## src/rtl/paddle_pkg.sv

```systemverilog
// Shared definitions for the paddle motion controller.
// Holds the default playfield geometry and the motion state encoding used by
// paddle_motion_ctrl and its velocity helper.
package paddle_pkg;

  localparam int unsigned LEFT_DEF  = 160;
  localparam int unsigned MAXX_DEF  = 320;
  localparam int unsigned TOP_DEF   = 0;
  localparam int unsigned MAXY_DEF  = 480;
  localparam int unsigned PD_SZ_DEF = 10;

  typedef enum logic [1:0] {
    IDLE   = 2'd0,
    MOVE_L = 2'd1,
    MOVE_R = 2'd2
  } motion_state_t;

endpackage

```

## src/rtl/paddle_vel_sat.sv

```systemverilog
// Combinational velocity update for one step event.
// Same direction as i_v1 (or i_v1 == 0): add/subtract i_speed, saturate to +/-VMAX.
// Opposite direction: replace velocity with +/-min(i_speed, VMAX).
// A zero speed or an unqualified step leaves the velocity unchanged.
// Ports:
//   i_v1     signed velocity before the step
//   i_valid  step qualifier
//   i_dir    step direction, 1 = right (positive)
//   i_speed  step magnitude
//   o_v      signed velocity after the step
module paddle_vel_sat #(
  parameter int unsigned VW   = 6,
  parameter int unsigned SPW  = 5,
  parameter int unsigned VMAX = 16
) (
  input  logic signed [VW-1:0]  i_v1,
  input  logic                  i_valid,
  input  logic                  i_dir,
  input  logic        [SPW-1:0] i_speed,
  output logic signed [VW-1:0]  o_v
);

  // Wide enough that v1 +/- speed can never wrap.
  localparam int unsigned SW = VW + SPW + 1;

  logic signed [SW-1:0] w_v1_ext;
  logic signed [SW-1:0] w_spd_ext;
  logic signed [SW-1:0] w_vmax;
  logic signed [SW-1:0] w_sum;
  logic signed [SW-1:0] w_mag;
  logic signed [SW-1:0] w_neg_mag;
  logic                 w_same_dir;

  assign w_v1_ext  = {{(SW-VW){i_v1[VW-1]}}, i_v1};
  assign w_spd_ext = {{(SW-SPW){1'b0}}, i_speed};
  assign w_vmax    = SW'(VMAX);

  always_comb begin
    w_sum      = i_dir ? (w_v1_ext + w_spd_ext) : (w_v1_ext - w_spd_ext);
    w_mag      = (w_spd_ext > w_vmax) ? w_vmax : w_spd_ext;
    w_neg_mag  = -w_mag;
    w_same_dir = (i_v1 == '0) || (i_dir ? !i_v1[VW-1] : i_v1[VW-1]);
    o_v        = i_v1;
    if (i_valid && (i_speed != '0)) begin
      if (w_same_dir) begin
        if (w_sum > w_vmax) begin
          o_v = VW'(w_vmax);
        end else if (w_sum < -w_vmax) begin
          o_v = VW'(-w_vmax);
        end else begin
          o_v = VW'(w_sum);
        end
      end else begin
        // Instant reversal: no braking through zero.
        o_v = i_dir ? VW'(w_mag) : VW'(w_neg_mag);
      end
    end
  end

endmodule

```

## src/rtl/paddle_motion_ctrl.sv

```systemverilog
// Paddle motion controller with momentum.
// Rotary steps accumulate a signed velocity; each frame tick moves the paddle by
// the pre-step velocity, applies friction decay toward zero, and clamps against
// the playfield walls (clamping zeroes the velocity and pulses wall_hit_l/_r).
// Optional build macro PADDLE_BUTTON_EN adds level buttons btn_left/btn_right
// that apply one step of magnitude speed on every tick (ignored when both held).
// Ports:
//   clock, reset_n        clock, async active-low reset
//   enable                low freezes all state, wall pulses forced low
//   tick                  frame strobe, position update point
//   rotary_event/_right   step strobe and direction (1 = right)
//   speed, length         step magnitude, paddle length in pixels
//   paddle_x, paddle_y    paddle centre
//   velocity, moving      signed velocity, velocity != 0
//   wall_hit_l/_r         one-cycle clamp pulses
module paddle_motion_ctrl
  import paddle_pkg::*;
#(
  parameter int unsigned XW       = 10,
  parameter int unsigned SPW      = 5,
  parameter int unsigned VW       = 6,
  parameter int unsigned LEFT     = LEFT_DEF,
  parameter int unsigned MAXX     = MAXX_DEF,
  parameter int unsigned TOP      = TOP_DEF,
  parameter int unsigned MAXY     = MAXY_DEF,
  parameter int unsigned PD_SZ    = PD_SZ_DEF,
  parameter int unsigned VMAX     = 16,
  parameter int unsigned FRICTION = 1
) (
  input  logic           clock,
  input  logic           reset_n,
  input  logic           enable,
  input  logic           tick,
  input  logic           rotary_event,
  input  logic           rotary_right,
  input  logic [SPW-1:0] speed,
  input  logic [XW-1:0]  length,
`ifdef PADDLE_BUTTON_EN
  input  logic           btn_left,
  input  logic           btn_right,
`endif
  output logic [XW-1:0]  paddle_x,
  output logic [XW-1:0]  paddle_y,
  output logic [VW-1:0]  velocity,
  output logic           moving,
  output logic           wall_hit_l,
  output logic           wall_hit_r
);

  // Two spare bits: one for the sign, one so x + v cannot overflow.
  localparam int unsigned PW = XW + 2;

  logic          [XW-1:0] r_x;
  logic signed   [VW-1:0] r_v;
  motion_state_t          r_state;
  logic                   r_wl;
  logic                   r_wr;

  logic signed [PW-1:0] w_half;
  logic signed [PW-1:0] w_lo;
  logic signed [PW-1:0] w_hi;
  logic signed [PW-1:0] w_p;
  logic signed [VW-1:0] w_fric;
  logic signed [VW-1:0] w_v1;
  logic signed [VW-1:0] w_v_btn;
  logic signed [VW-1:0] w_v_next;
  logic        [XW-1:0] w_x_next;
  logic                 w_wl;
  logic                 w_wr;

  assign w_half = PW'(length >> 1);
  assign w_lo   = PW'(LEFT) + w_half;
  assign w_hi   = PW'(LEFT + MAXX) - w_half;
  assign w_p    = {2'b00, r_x} + {{(PW-VW){r_v[VW-1]}}, r_v};
  assign w_fric = VW'(FRICTION);

  // Tick stage: move, clamp (evaluated even at v == 0), decay.
  always_comb begin
    w_x_next = r_x;
    w_v1     = r_v;
    w_wl     = 1'b0;
    w_wr     = 1'b0;
    if (tick) begin
      if (w_p < w_lo) begin
        w_x_next = XW'(w_lo);
        w_v1     = '0;
        w_wl     = 1'b1;
      end else if (w_p > w_hi) begin
        w_x_next = XW'(w_hi);
        w_v1     = '0;
        w_wr     = 1'b1;
      end else begin
        w_x_next = XW'(w_p);
        if (r_v > w_fric) begin
          w_v1 = r_v - w_fric;
        end else if (r_v < -w_fric) begin
          w_v1 = r_v + w_fric;
        end else begin
          w_v1 = '0;
        end
      end
    end
  end

`ifdef PADDLE_BUTTON_EN
  paddle_vel_sat #(
    .VW   (VW),
    .SPW  (SPW),
    .VMAX (VMAX)
  ) u_btn_sat (
    .i_v1    (w_v1),
    .i_valid (tick & (btn_left ^ btn_right)),
    .i_dir   (btn_right),
    .i_speed (speed),
    .o_v     (w_v_btn)
  );
`else
  assign w_v_btn = w_v1;
`endif

  // Rotary step is applied last, after the tick and any button step.
  paddle_vel_sat #(
    .VW   (VW),
    .SPW  (SPW),
    .VMAX (VMAX)
  ) u_rot_sat (
    .i_v1    (w_v_btn),
    .i_valid (rotary_event),
    .i_dir   (rotary_right),
    .i_speed (speed),
    .o_v     (w_v_next)
  );

  always_ff @(posedge clock or negedge reset_n) begin
    if (!reset_n) begin
      r_x     <= XW'(LEFT + MAXX / 2);
      r_v     <= '0;
      r_state <= IDLE;
      r_wl    <= 1'b0;
      r_wr    <= 1'b0;
    end else if (enable) begin
      r_x  <= w_x_next;
      r_v  <= w_v_next;
      r_wl <= w_wl;
      r_wr <= w_wr;
      if (w_v_next == '0) begin
        r_state <= IDLE;
      end else if (w_v_next[VW-1]) begin
        r_state <= MOVE_L;
      end else begin
        r_state <= MOVE_R;
      end
    end else begin
      r_wl <= 1'b0;
      r_wr <= 1'b0;
    end
  end

  assign paddle_x   = r_x;
  assign paddle_y   = XW'(TOP + MAXY - PD_SZ / 2);
  assign velocity   = r_v;
  assign moving     = (r_state != IDLE);
  assign wall_hit_l = r_wl;
  assign wall_hit_r = r_wr;

endmodule

```

## config.mk

```make
export PLATFORM = sky130hd
export DESIGN_NAME = paddle_motion_ctrl
export DESIGN_NICKNAME = d
export VERILOG_FILES = /design/src/rtl/paddle_pkg.sv /design/src/rtl/paddle_vel_sat.sv /design/src/rtl/paddle_motion_ctrl.sv
export SDC_FILE = /design/constraint.sdc
export NUM_CORES = 1
export LEC_CHECK = 0
export BUFFER_PORTS_ARGS = -buffer_cell sky130_fd_sc_hd__buf_4
export CAP_MARGIN = 10
export CELL_PAD_IN_SITES_DETAIL_PLACEMENT = 1
export CELL_PAD_IN_SITES_GLOBAL_PLACEMENT = 2
export CORE_MARGIN = 10
export CORE_UTILIZATION = 31
export DETAILED_ROUTE_END_ITERATION = 6
export PLACE_DENSITY_LB_ADDON = 0.1
export SLEW_MARGIN = 20
export SYNTH_ARGS = -nofsm -noshare
export SYNTH_HDL_FRONTEND = slang
export SYNTH_HIERARCHICAL = 1
export SYNTH_SLANG_ARGS = --single-unit
```

## constraint.sdc

```tcl
create_clock -name clock -period 5.9 [get_ports clock]
set_input_delay 1.18 -clock clock [delete_from_list [all_inputs] [get_ports clock]]
set_output_delay 1.18 -clock clock [all_outputs]
set_load 0.02 [all_outputs]
```

## Word level (Yosys, flattened, before mapping)

Index checks and enable logic that the tools add are counted.

| storage, ports and cells | value |
|---|---|
| bits in registers | 20 |
| input bits | 21 |
| bits in latches | 0 |
| logic and storage cells | 52 |
| memory bits (read-only) | 0 |
| RAM bits | 0 |
| memories kept | 0 |

| operators by class | value |
|---|---|
| divide/modulo/power cells | 0 |
| magnitude comparators | 7 |
| shift-type cells | 0 |
| $add $sub $neg | 8 |
| equality and inequality tests | 0 |
| multiplexer cells | 24 |
| multiply operators | 0 |
| bitwise logic cells | 0 |
| reductions and logical operators | 8 |

Operators by type and width:

| kind | count |
|---|---|
| $mux 6 | 10 |
| $mux 10 | 2 |
| $add 11x6->12 | 1 |
| $gt 12x10->1 | 1 |
| $gt 12x6->1 const B | 1 |
| $logic_not 6->1 | 2 |
| $lt 12x11->1 | 1 |
| $lt 12x5->1 const B | 1 |
| $mux 12 | 1 |
| $add 8x9->10 const A | 1 |
| $sub 9x9->10 const A | 1 |
| $mux 1 | 8 |
| $add 6x6->7 | 1 |
| $sub 6x6->7 | 1 |
| $add 6x2->6 const B | 1 |
| $gt 6x2->1 const B | 1 |
| $lt 6x1->1 const B | 1 |
| $neg 6->6 | 1 |
| $sub 6x2->6 const B | 1 |
| $gt 5x5->1 const B | 1 |
| $mux 5 | 1 |
| $reduce_bool 5->1 | 1 |
| $mux 2 | 2 |
| $reduce_and 2->1 | 1 |
| 4 further kinds | 4 |

## Depth between registers and ports, before layout

Gate-level depths: netlist of run 1.

| logic depth | value |
|---|---|
| word-level depth | 15 |
| gate-level depth with buffers | 29 |

## Hierarchy

The synthesis of run 1 kept the hierarchy.

By module, submodules not included:

| module | instances | area each (sq um) | cells each | sequential area each (sq um) |
|---|---|---|---|---|
| paddle_motion_ctrl | 1 | 2718.9 | 341 | 503.0 |
| paddle_vel_sat | 1 | 753.2 | 107 | 0.0 |

## Worst setup path before layout of run 1

Ideal clock, no wire load.

| timing | value |
|---|---|
| path kind | register to register |
| start | register r_v[0] (netlist: velocity[0]) |
| end | register r_state[1] |
| buffers on the path | 1 |
| setup time | 0.125 ns |
| arrival time | 5.956 ns |
| clock period less this slack | 6.080 ns |
| required time | 5.775 ns |
| stages on the path, launching flop included | 29 |
| path slack | -0.180 ns |
| cells stage by stage | dfrtp_1 > ha_1 > inv_1 > fa_1 > nand2b_1 > a21oi_1 > a21oi_1 > o32ai_1 > xnor2_1 > ha_1 > a21oi_1 > nand3_1 > a221o_1 > a31oi_2 > buf_2 > nand4_1 > o22ai_1 > ha_1 > inv_1 > fa_1 > nand2b_1 > a21oi_1 > o22ai_1 > xnor2_2 > mux2i_1 > o21ai_0 > nor3_1 > a21oi_1 > mux2_2 |

| on the way | value |
|---|---|
| longest elaborated chain between the ends | 15 |

RTL lines:

| item | RTL line | source |
|---|---|---|
| start, declared | paddle_motion_ctrl.sv:54 | `logic signed [VW-1:0] r_v;` |
| start signal, assigned | paddle_motion_ctrl.sv:143 | `r_v <= w_v_next;` |
| parallel branches: the longest is 5 deep, another holds $add 11x6->12 | -- |  |
| $mux 6 (*) | paddle_motion_ctrl.sv:83 | `if (tick) begin` |
| named net w_v1[0] | paddle_motion_ctrl.sv:64 | `logic signed [VW-1:0] w_v1;` |
| $sub 6x6->7 or $add 6x6->7 (tied branches) | paddle_vel_sat.sv:39 | `w_sum = i_dir ? (w_v1_ext + w_spd_ext) : (w_v1_ext - w_spd_ext);` |
| $mux 12 | paddle_vel_sat.sv:39 |  |
| $lt 12x5->1 | paddle_vel_sat.sv:48 | `end else if (w_sum < -w_vmax) begin` |
| $mux 6 | paddle_vel_sat.sv:48 |  |
| $mux 6 | paddle_vel_sat.sv:46 | `if (w_sum > w_vmax) begin` |
| $mux 6 | paddle_vel_sat.sv:45 | `if (w_same_dir) begin` |
| $mux 6 (*) | paddle_vel_sat.sv:44 | `if (i_valid && (i_speed != '0)) begin` |
| named net w_v_next[0] | paddle_motion_ctrl.sv:66 | `logic signed [VW-1:0] w_v_next;` |
| $logic_not 6->1 (*) | paddle_motion_ctrl.sv:146 | `if (w_v_next == '0) begin` |
| $mux 2 (*) | paddle_motion_ctrl.sv:146 |  |
| end signal, assigned | paddle_motion_ctrl.sv:147 | `r_state <= IDLE;` |
| end signal, assigned | paddle_motion_ctrl.sv:149 | `r_state <= MOVE_L;` |
| end signal, assigned | paddle_motion_ctrl.sv:151 | `r_state <= MOVE_R;` |
| end, declared | paddle_motion_ctrl.sv:55 | `motion_state_t r_state;` |

Mark *: on every way through the listed nets, which the timed path passes.
A chain may end at the register's enable or synchronous reset.

## Worst setup path in the final report of run 1

| timing | value |
|---|---|
| start | register r_x[6] (netlist: paddle_x[6]) |
| end | register r_state[1] |

| on the way | value |
|---|---|
| longest elaborated chain between the ends | 14 |

RTL lines:

| item | RTL line | source |
|---|---|---|
| start, declared | paddle_motion_ctrl.sv:53 | `logic [XW-1:0] r_x;` |
| start signal, assigned | paddle_motion_ctrl.sv:136 | `r_x <= XW'(LEFT + MAXX / 2);` |
| start signal, assigned | paddle_motion_ctrl.sv:142 | `r_x <= w_x_next;` |
| $add 11x6->12 (*) | paddle_motion_ctrl.sv:74 | `assign w_p = {2'b00, r_x} + {{(PW-VW){r_v[VW-1]}}, r_v};` |
| $gt 12x10->1 | paddle_motion_ctrl.sv:88 | `end else if (w_p > w_hi) begin` |
| $mux 6 | paddle_motion_ctrl.sv:88 |  |
| $mux 6 (*) | paddle_motion_ctrl.sv:84 | `if (w_p < w_lo) begin` |
| $mux 6 (*) | paddle_motion_ctrl.sv:83 |  |
| named net w_v1[0] | paddle_motion_ctrl.sv:64 |  |
| $sub 6x6->7 or $add 6x6->7 (tied branches) | paddle_vel_sat.sv:39 |  |
| $mux 12 | paddle_vel_sat.sv:39 |  |
| $lt 12x5->1 | paddle_vel_sat.sv:48 |  |
| $mux 6 | paddle_vel_sat.sv:48 |  |
| $mux 6 | paddle_vel_sat.sv:46 |  |
| $mux 6 (*) | paddle_vel_sat.sv:45 |  |
| $mux 6 (*) | paddle_vel_sat.sv:44 |  |
| named net w_v_next[3] | paddle_motion_ctrl.sv:66 |  |
| $logic_not 6->1 (*) | paddle_motion_ctrl.sv:146 |  |
| $mux 2 (*) | paddle_motion_ctrl.sv:146 |  |

The timed path passes the listed nets; every way through them passes the cells marked *.

==> qor.txt, run 1 <==
TIMING
----------------------------------------------------------------------------------------------------
Headroom to the max-slew limit ........................................................        0.392
Share of the clock period used by the worst path ......................................        0.973
Setup repair after global routing missed its margin ...................................         true
Final-report max-slew violation count .................................................            0
Min setup slack post-route ............................................................       157 ps
Crit path time final ..................................................................      5740 ps
Final count of negative-setup-slack endpoints .........................................            0
Final hold violation count ............................................................            0
Transition time at the pin with the least slew margin .................................       911 ps
Worst hold slack after final layout ...................................................       535 ps
Worst setup skew after layout .........................................................      5.39 ps
F_max .................................................................................      174 MHz

PLACEMENT
----------------------------------------------------------------------------------------------------
Count of port buffers added during placement ..........................................           38
Worst-case setup slack after placement ................................................      -353 ps
Weighted congestion reported at the end of routability-driven placement ...............        0.842
Final HPWL from detailed placement ....................................................     11000 um

GLOBAL ROUTING
----------------------------------------------------------------------------------------------------
Global router's overall resource usage ................................................        0.158
Peak-usage layer in the global routing report .........................................         met2
Largest net degree at the start of global routing .....................................           27
Via count of the first global-routing pass ............................................         4147
Number of antenna violations at the first check in global routing .....................            0
Met2 track demand over resource .......................................................        0.317
Global-route congestion overflow total ................................................            0
Met1 track demand over resource in global routing .....................................        0.175
Met3 Resource Use GR ..................................................................       0.0206
Wire length of the first global-routing pass ..........................................     21100 um

FINAL LAYOUT
----------------------------------------------------------------------------------------------------
Commonest cells after routing, fill and taps aside .................................... sky130_fd_sc_hd__buf_4, sky130_fd_sc_hd__ha_1, sky130_fd_sc_hd__inv_1
Number of nets in the final layout ....................................................          662
FILL cells ............................................................................         1327
Number of diodes ......................................................................            0
Commonest non-fill, non-tap cell in the layout ........................................ sky130_fd_sc_hd__buf_4
Relative area change from synthesis to final layout ...................................        51.1%
Fraction of layout cells with a size suffix above 1 ...................................        0.428

ROUTING
----------------------------------------------------------------------------------------------------
Detailed-routing iteration count for the pre-antenna-repair pass ......................            4
Average wire per standard cell ........................................................      18.5 um
DR DRC count ..........................................................................            0
Final wirelength ......................................................................     13500 um
Count of antenna-violating nets left after detailed routing ...........................            0
Average vias per placed instance ......................................................         5.35
Number of design-rule violations left by the first detailed-router iteration ..........          213
Routed via count ......................................................................         3912

SYNTHESIS
----------------------------------------------------------------------------------------------------
Multiplexer share of the synthesized area .............................................       0.0368
Synthesized area per cell .............................................................    7.75 um^2
Number of instances in the synthesized netlist ........................................          448
Top-area cell type share of the netlist area ..........................................        0.169
Area fraction in compound gates after synthesis .......................................        0.281
Post-synthesis sequential element count ...............................................           20
Top FF cell, synth .................................................................... sky130_fd_sc_hd__dfrtp_1
Yosys top cell by area ................................................................ sky130_fd_sc_hd__ha_1
Xor and xnor fraction of the mapped netlist area ......................................       0.0703
Top area cells in the synthesized netlist ............................................. sky130_fd_sc_hd__ha_1, sky130_fd_sc_hd__dfrtp_1, sky130_fd_sc_hd__a21oi_1
Simple-Gate Fraction of Synth Area ....................................................        0.202
Fraction of the mapped netlist area in adder cells ....................................        0.181
Sequential element share of the synthesized area ......................................        0.145
Combinational family with the most area after synthesis ............................... compound AO/OA/AOI/OAI gates
Yosys warnings ........................................................................            6
Fraction of registers with async set/reset ............................................         1.00
Number of enable flip-flop cells after synthesis ......................................            0
Number of distinct library cells after synthesis ......................................           70
Post-synth design cell area ...........................................................    3470 um^2

DIE
----------------------------------------------------------------------------------------------------
Initial Utilization ...................................................................        0.319
Boundary Pins .........................................................................           50
Die boundary width ....................................................................       126 um
Core box area .........................................................................   10900 um^2
Floorplan row count ...................................................................           38
Die Footprint .........................................................................   15800 um^2
Die height ............................................................................       126 um

SETUP PATH
----------------------------------------------------------------------------------------------------
Worst path arrival time ...............................................................      5900 ps
Data required time at the worst endpoint ..............................................      6060 ps
Slowest Stage Delay on Critical Path ..................................................       570 ps
Critical path type .................................................................... register to register
Highest fanout seen on the critical path ..............................................            5
Slowest-stage cell, CP ................................................................ sky130_fd_sc_hd__dfstp_2
Element type at the critical path start ...............................................     register
Sort of element at the end of the critical path .......................................     register

CLOCK TREE
----------------------------------------------------------------------------------------------------
Quantity of hold-fixing buffers added after cts .......................................            0
Clock-pin slew reported for the worst setup and hold paths after clock tree synthesis .        90 ps
Clk root buf .......................................................................... sky130_fd_sc_hd__clkbuf_8
Number of H-tree levels ...............................................................            1
Number of buffers inserted during clock tree synthesis ................................            3
CTS tree ..............................................................................          yes
Source-to-sink clock delay at the later pin of the worst-skew pair ....................       260 ps
Clk buf depth .........................................................................            2
# clock sinks .........................................................................           20

WORST HOLD PATH
----------------------------------------------------------------------------------------------------
Worst hold-check path type ............................................................ register to register

POWER
----------------------------------------------------------------------------------------------------
Pwr dens ..............................................................................  732 nW/um^2
Leakage power summed over all cells ...................................................      2.44 nW
Worst supply voltage drop on vdd ......................................................   0.000275 V

RUN
----------------------------------------------------------------------------------------------------
Max cap viols .........................................................................            0

OUTCOME
----------------------------------------------------------------------------------------------------
Status ................................................................................ finished clean

==> flip-flops by register name, indices dropped and copies added, names as in the netlist <==
signal and cells:
paddle_x 10, velocity 6, r_state 2, wall_hit_l 1
wall_hit_r 1
==> final cells by class <==
cell class | count | area [um^2] | area share
Multi-Input combinational cell | 377 | 3190 | 0.608
Timing Repair Buffer | 156 | 1190 | 0.227
Sequential cell | 20 | 507 | 0.0966
Tap cell | 140 | 175 | 0.0334
Inverter | 34 | 128 | 0.0243
Clock buffer | 4 | 55.1 | 0.0105
==> worst max-delay path, delay by kind of cell, from the launching register on <==
family,cells,cell delay (ps)
buffers and inverters,2,190
xor gates and xnor gates,1,240
adders and majority gates,4,1010
muxes,2,630
and+or+nand+nor,6,820
DFF,1,570
AOI/OAI and AO/OA,11,2150
==> metrics by stage <==
stage	util	power (W)	TNS (ps)	area (um^2)	std cells
floorplan	-	0.00196	0	3520	456
global placement	0.426	0.00315	-752	4640	716
detailed placement	0.426	0.00321	-1120	4640	716
CTS	0.447	0.00352	0	4870	726
global route	0.482	0.00417	-102	5250	731
finish	0.482	0.00384	0	5250	731
==> metal layers <==
layer | up-vias | part of all wire | routed length, um
li1 | 1925 | - | -
met1 | 1917 | 0.40 | 5430
met2 | 62 | 0.56 | 7600
met3 | 8 | 0.026 | 354
met4 | 0 | 0.0076 | 102
met5 | - | 0 | 0
==> where the power goes <==
part | internal [W] | switching [W] | total [W]
registers | 0.000203 | 0.0000530 | 0.000256
clock network | 0.0000595 | 0.0000514 | 0.000111
logic | 0.00167 | 0.00181 | 0.00347
total | 0.00193 | 0.00191 | 0.00384
==> repair_timing <==
action / in CTS / in global routing
pin swaps: 16 / 43
endpoints found under the setup margin: 4 / 8
resized for setup: 27 / 65
buffers inserted: 6 / 5
==> final timing paths <==
path	from	endpoint	slack, ps	cells after the start
worst max-delay path	paddle_x[6]$_DFFE_PN1P_	r_state[1]$_DFFE_PN0P_	160	26
worst min-delay path	r_state[1]$_DFFE_PN0P_	r_state[1]$_DFFE_PN0P_	530	1
worst max register to register	paddle_x[6]$_DFFE_PN1P_	r_state[1]$_DFFE_PN0P_	160	26
worst min register to register	r_state[1]$_DFFE_PN0P_	r_state[1]$_DFFE_PN0P_	530	1
max in group asynchronous	reset_n	paddle_x[6]$_DFFE_PN1P_	4820	1
min in group asynchronous	reset_n	paddle_x[1]$_DFFE_PN0P_	800	1
==> cell families after synthesis <==
family | count (synthesis)
simple gates | 141
compound gates | 138
buf+inv | 59
fa+ha+maj | 49
xor+xnor | 27
flops | 20
mux | 12
other cells | 2
==> cells in the mapped netlist, types with 8 or more instances <==
master	instances
sky130_fd_sc_hd__a21oi_1	35
sky130_fd_sc_hd__nand3_1	19
sky130_fd_sc_hd__clkbuf_1	9
sky130_fd_sc_hd__ha_1	47
sky130_fd_sc_hd__xnor2_1	16
sky130_fd_sc_hd__nor3_1	17
sky130_fd_sc_hd__o21ai_0	22
sky130_fd_sc_hd__nand2b_1	9
sky130_fd_sc_hd__nand4_1	8
sky130_fd_sc_hd__inv_1	34
sky130_fd_sc_hd__dfrtp_1	18
sky130_fd_sc_hd__o211ai_1	9
sky130_fd_sc_hd__nor2_1	31
sky130_fd_sc_hd__xor2_1	10
sky130_fd_sc_hd__buf_4	10
sky130_fd_sc_hd__nand2_1	29
Power figures use the tool's default switching activity.
==> inputs of run 2 (changes only) <==
--- a/constraint.sdc
+++ b/constraint.sdc
@@ -3,2 +3,2 @@
 set_output_delay 1.18 -clock clock [all_outputs]
-set_load 0.02 [all_outputs]
+set_load 0.05 [all_outputs]
==> run 2 against run 1 <==
  * Non-clock buffer count fell by 3
  * Fmax shrank 0.82%
  * Highest routed layer unchanged
  * Via count down 0.84%
  * Clock skew fell by 1.7 ps
  * Routed wire length grew 0.74%
  * Count of clock-buffer cells in the layout stayed put
  * First-iteration DRC count down 3.3%
==> qor.txt, run 2 (same netlist as run 1, synthesis figures left out) <==
CLOCK TREE
----------------------------------------------------------------------------------------------------
# clock sinks .........................................................................           20   unchanged
Clock-pin slew reported for the worst setup and hold paths after clock tree synthesis .        80 ps   was 90 ps
CTS tree ..............................................................................          yes   unchanged
Clk root buf .......................................................................... sky130_fd_sc_hd__clkbuf_8   unchanged
Number of buffers inserted during clock tree synthesis ................................            3   unchanged
Source-to-sink clock delay at the later pin of the worst-skew pair ....................       270 ps   was 260 ps
Number of H-tree levels ...............................................................            1   unchanged
Clk buf depth .........................................................................            2   unchanged

SETUP PATH
----------------------------------------------------------------------------------------------------
Register-to-register path setup slack .................................................       110 ps   was 160 ps
Data required time at the worst endpoint ..............................................      6060 ps   about the same
Highest fanout seen on the critical path ..............................................            6   was 5
Sort of element at the end of the critical path .......................................     register   unchanged
Critical path type .................................................................... register to register   unchanged
Worst path arrival time ...............................................................      5950 ps   was 5900 ps
Element type at the critical path start ...............................................     register   unchanged

TIMING
----------------------------------------------------------------------------------------------------
Crit path time final ..................................................................      5790 ps   was 5740 ps
Headroom to the max-slew limit ........................................................        0.417   was 0.392
Final count of negative-setup-slack endpoints .........................................            0   unchanged
Final-report max-slew violation count .................................................            0   unchanged
Worst setup skew after layout .........................................................      3.70 ps   was 5.39 ps
Final hold violation count ............................................................            0   unchanged
Setup repair after global routing missed its margin ...................................         true   unchanged
F_max .................................................................................      173 MHz   was 174 MHz
Transition time at the pin with the least slew margin .................................       872 ps   was 911 ps
Share of the clock period used by the worst path ......................................        0.981   was 0.973

ROUTING
----------------------------------------------------------------------------------------------------
Final wirelength ......................................................................     13600 um   was 13500 um
Detailed-routing iteration count for the pre-antenna-repair pass ......................            4   unchanged
Routed via count ......................................................................         3879   was 3912
Count of antenna-violating nets left after detailed routing ...........................            0   unchanged
DR DRC count ..........................................................................            0   unchanged
Average wire per standard cell ........................................................      18.7 um   was 18.5 um
Number of design-rule violations left by the first detailed-router iteration ..........          206   was 213
Average vias per placed instance ......................................................         5.33   was 5.35

PLACEMENT
----------------------------------------------------------------------------------------------------
Placed Instance Area ..................................................................    4610 um^2   was 4640 um^2
Count of port buffers added during placement ..........................................           38   unchanged
Final HPWL from detailed placement ....................................................     11000 um   about the same
Weighted congestion reported at the end of routability-driven placement ...............        0.825   was 0.842

RUN
----------------------------------------------------------------------------------------------------
Max cap viols .........................................................................            0   unchanged

FINAL LAYOUT
----------------------------------------------------------------------------------------------------
Cell area after layout ................................................................    5160 um^2   was 5250 um^2
Fraction of layout cells with a size suffix above 1 ...................................        0.418   was 0.428
FILL cells ............................................................................         1328   was 1327
Commonest non-fill, non-tap cell in the layout ........................................ sky130_fd_sc_hd__buf_4   unchanged
Area used by multi-input combinational logic ..........................................    3150 um^2   was 3190 um^2
Commonest cells after routing, fill and taps aside .................................... sky130_fd_sc_hd__buf_4, sky130_fd_sc_hd__ha_1, sky130_fd_sc_hd__inv_1   unchanged
Relative area change from synthesis to final layout ...................................        48.6%   was 51.1%
Largest register FFs ..................................................................           10   unchanged
Area taken by flip-flops and latches ..................................................     509 um^2   was 507 um^2
Number of nets in the final layout ....................................................          659   was 662
Number of diodes ......................................................................            0   unchanged

GLOBAL ROUTING
----------------------------------------------------------------------------------------------------
Largest net degree at the start of global routing .....................................           27   unchanged
Global-route congestion overflow total ................................................            0   unchanged
Number of antenna violations at the first check in global routing .....................            0   unchanged
Via count of the first global-routing pass ............................................         4088   was 4147
Wire length of the first global-routing pass ..........................................     21300 um   was 21100 um
Global router's overall resource usage ................................................        0.159   was 0.158

DIE
----------------------------------------------------------------------------------------------------
Die height ............................................................................       126 um   unchanged
Die boundary width ....................................................................       126 um   unchanged
Initial Utilization ...................................................................        0.319   unchanged
Boundary Pins .........................................................................           50   unchanged
Floorplan row count ...................................................................           38   unchanged
Core box area .........................................................................   10900 um^2   unchanged
Die Footprint .........................................................................   15800 um^2   unchanged

WORST HOLD PATH
----------------------------------------------------------------------------------------------------
Worst hold-check path type ............................................................ register to register   unchanged

OUTCOME
----------------------------------------------------------------------------------------------------
Status ................................................................................ finished clean   unchanged

-- run 2: critical path, cell delays in order, from the launching register on --
cell and delay [ps]:
sky130_fd_sc_hd__dfstp_2 570, sky130_fd_sc_hd__ha_4 220, sky130_fd_sc_hd__a2111oi_4 300, sky130_fd_sc_hd__o21ai_2 100
sky130_fd_sc_hd__a221o_1 400, sky130_fd_sc_hd__nand2_2 110, sky130_fd_sc_hd__nor2b_4 180, sky130_fd_sc_hd__ha_4 220
sky130_fd_sc_hd__a21oi_4 160, sky130_fd_sc_hd__nand3_2 100, sky130_fd_sc_hd__a221o_1 360, sky130_fd_sc_hd__a31oi_4 300
sky130_fd_sc_hd__nand4_1 150, sky130_fd_sc_hd__o22ai_2 140, sky130_fd_sc_hd__ha_2 240, sky130_fd_sc_hd__inv_1 60
sky130_fd_sc_hd__fa_2 340, sky130_fd_sc_hd__nand2b_4 160, sky130_fd_sc_hd__a21oi_2 150, sky130_fd_sc_hd__o22ai_2 100
sky130_fd_sc_hd__xnor2_2 160, sky130_fd_sc_hd__buf_4 150, sky130_fd_sc_hd__mux2i_4 340, sky130_fd_sc_hd__o21ai_2 120
sky130_fd_sc_hd__nor3_2 180, sky130_fd_sc_hd__a21oi_1 80, sky130_fd_sc_hd__mux2_2 260
-- run 2: final timing paths --
| path | start | end | depth (start not counted) |
|---|---|---|---|
| max reg2reg | paddle_x[6]$_DFFE_PN1P_ | r_state[1]$_DFFE_PN0P_ | 26 |
| min reg2reg | r_state[1]$_DFFE_PN0P_ | r_state[1]$_DFFE_PN0P_ | 1 |
| min | r_state[1]$_DFFE_PN0P_ | r_state[1]$_DFFE_PN0P_ | 1 |
| max | paddle_x[6]$_DFFE_PN1P_ | r_state[1]$_DFFE_PN0P_ | 26 |
| max in group asynchronous | reset_n | paddle_x[6]$_DFFE_PN1P_ | 1 |
| min in group asynchronous | reset_n | paddle_x[7]$_DFFE_PN0P_ | 1 |
-- run 2: layout make-up --
cell class	count	area share
clock buffer	4	0.00873
tap	140	0.0340
multi-input combinational	377	0.610
sequential	20	0.0987
timing repair buffer	153	0.223
inverter	34	0.0247
-- run 2: stage by stage --
stage	worst slack (ps)	util	hold WS [ps]	setup TNS, ps	std cells
finish	110	0.474	514	0	728
global route	-193	0.474	556	-292	728
CTS	12.1	0.443	520	0	720
detailed placement	-452	0.423	499	-1730	710
global placement	-292	0.423	485	-806	710
floorplan	34.5	-	473	0	456
-- run 2: repair_timing --
item	CTS	global route
gates cloned	0	0
setup endpoints to repair	6	8
setup buffers	7	8
pin swaps	20	31
resized for setup	29	51
hold buffers	0	0
-- run 2: routing by layer --
metal / up-vias / track usage / wire [um]
li1: 1911 / - / -
met2: 52 / 0.309 / 7370
met4: 0 / 0.0208 / 238
met5: - / 0 / 0
met1: 1899 / 0.185 / 5690
met3: 17 / 0.0189 / 287
Power of run 2 is left out: the tool's default activity adds up to more than one toggle a clock period on the data nets, which glitch-free logic cannot reach.
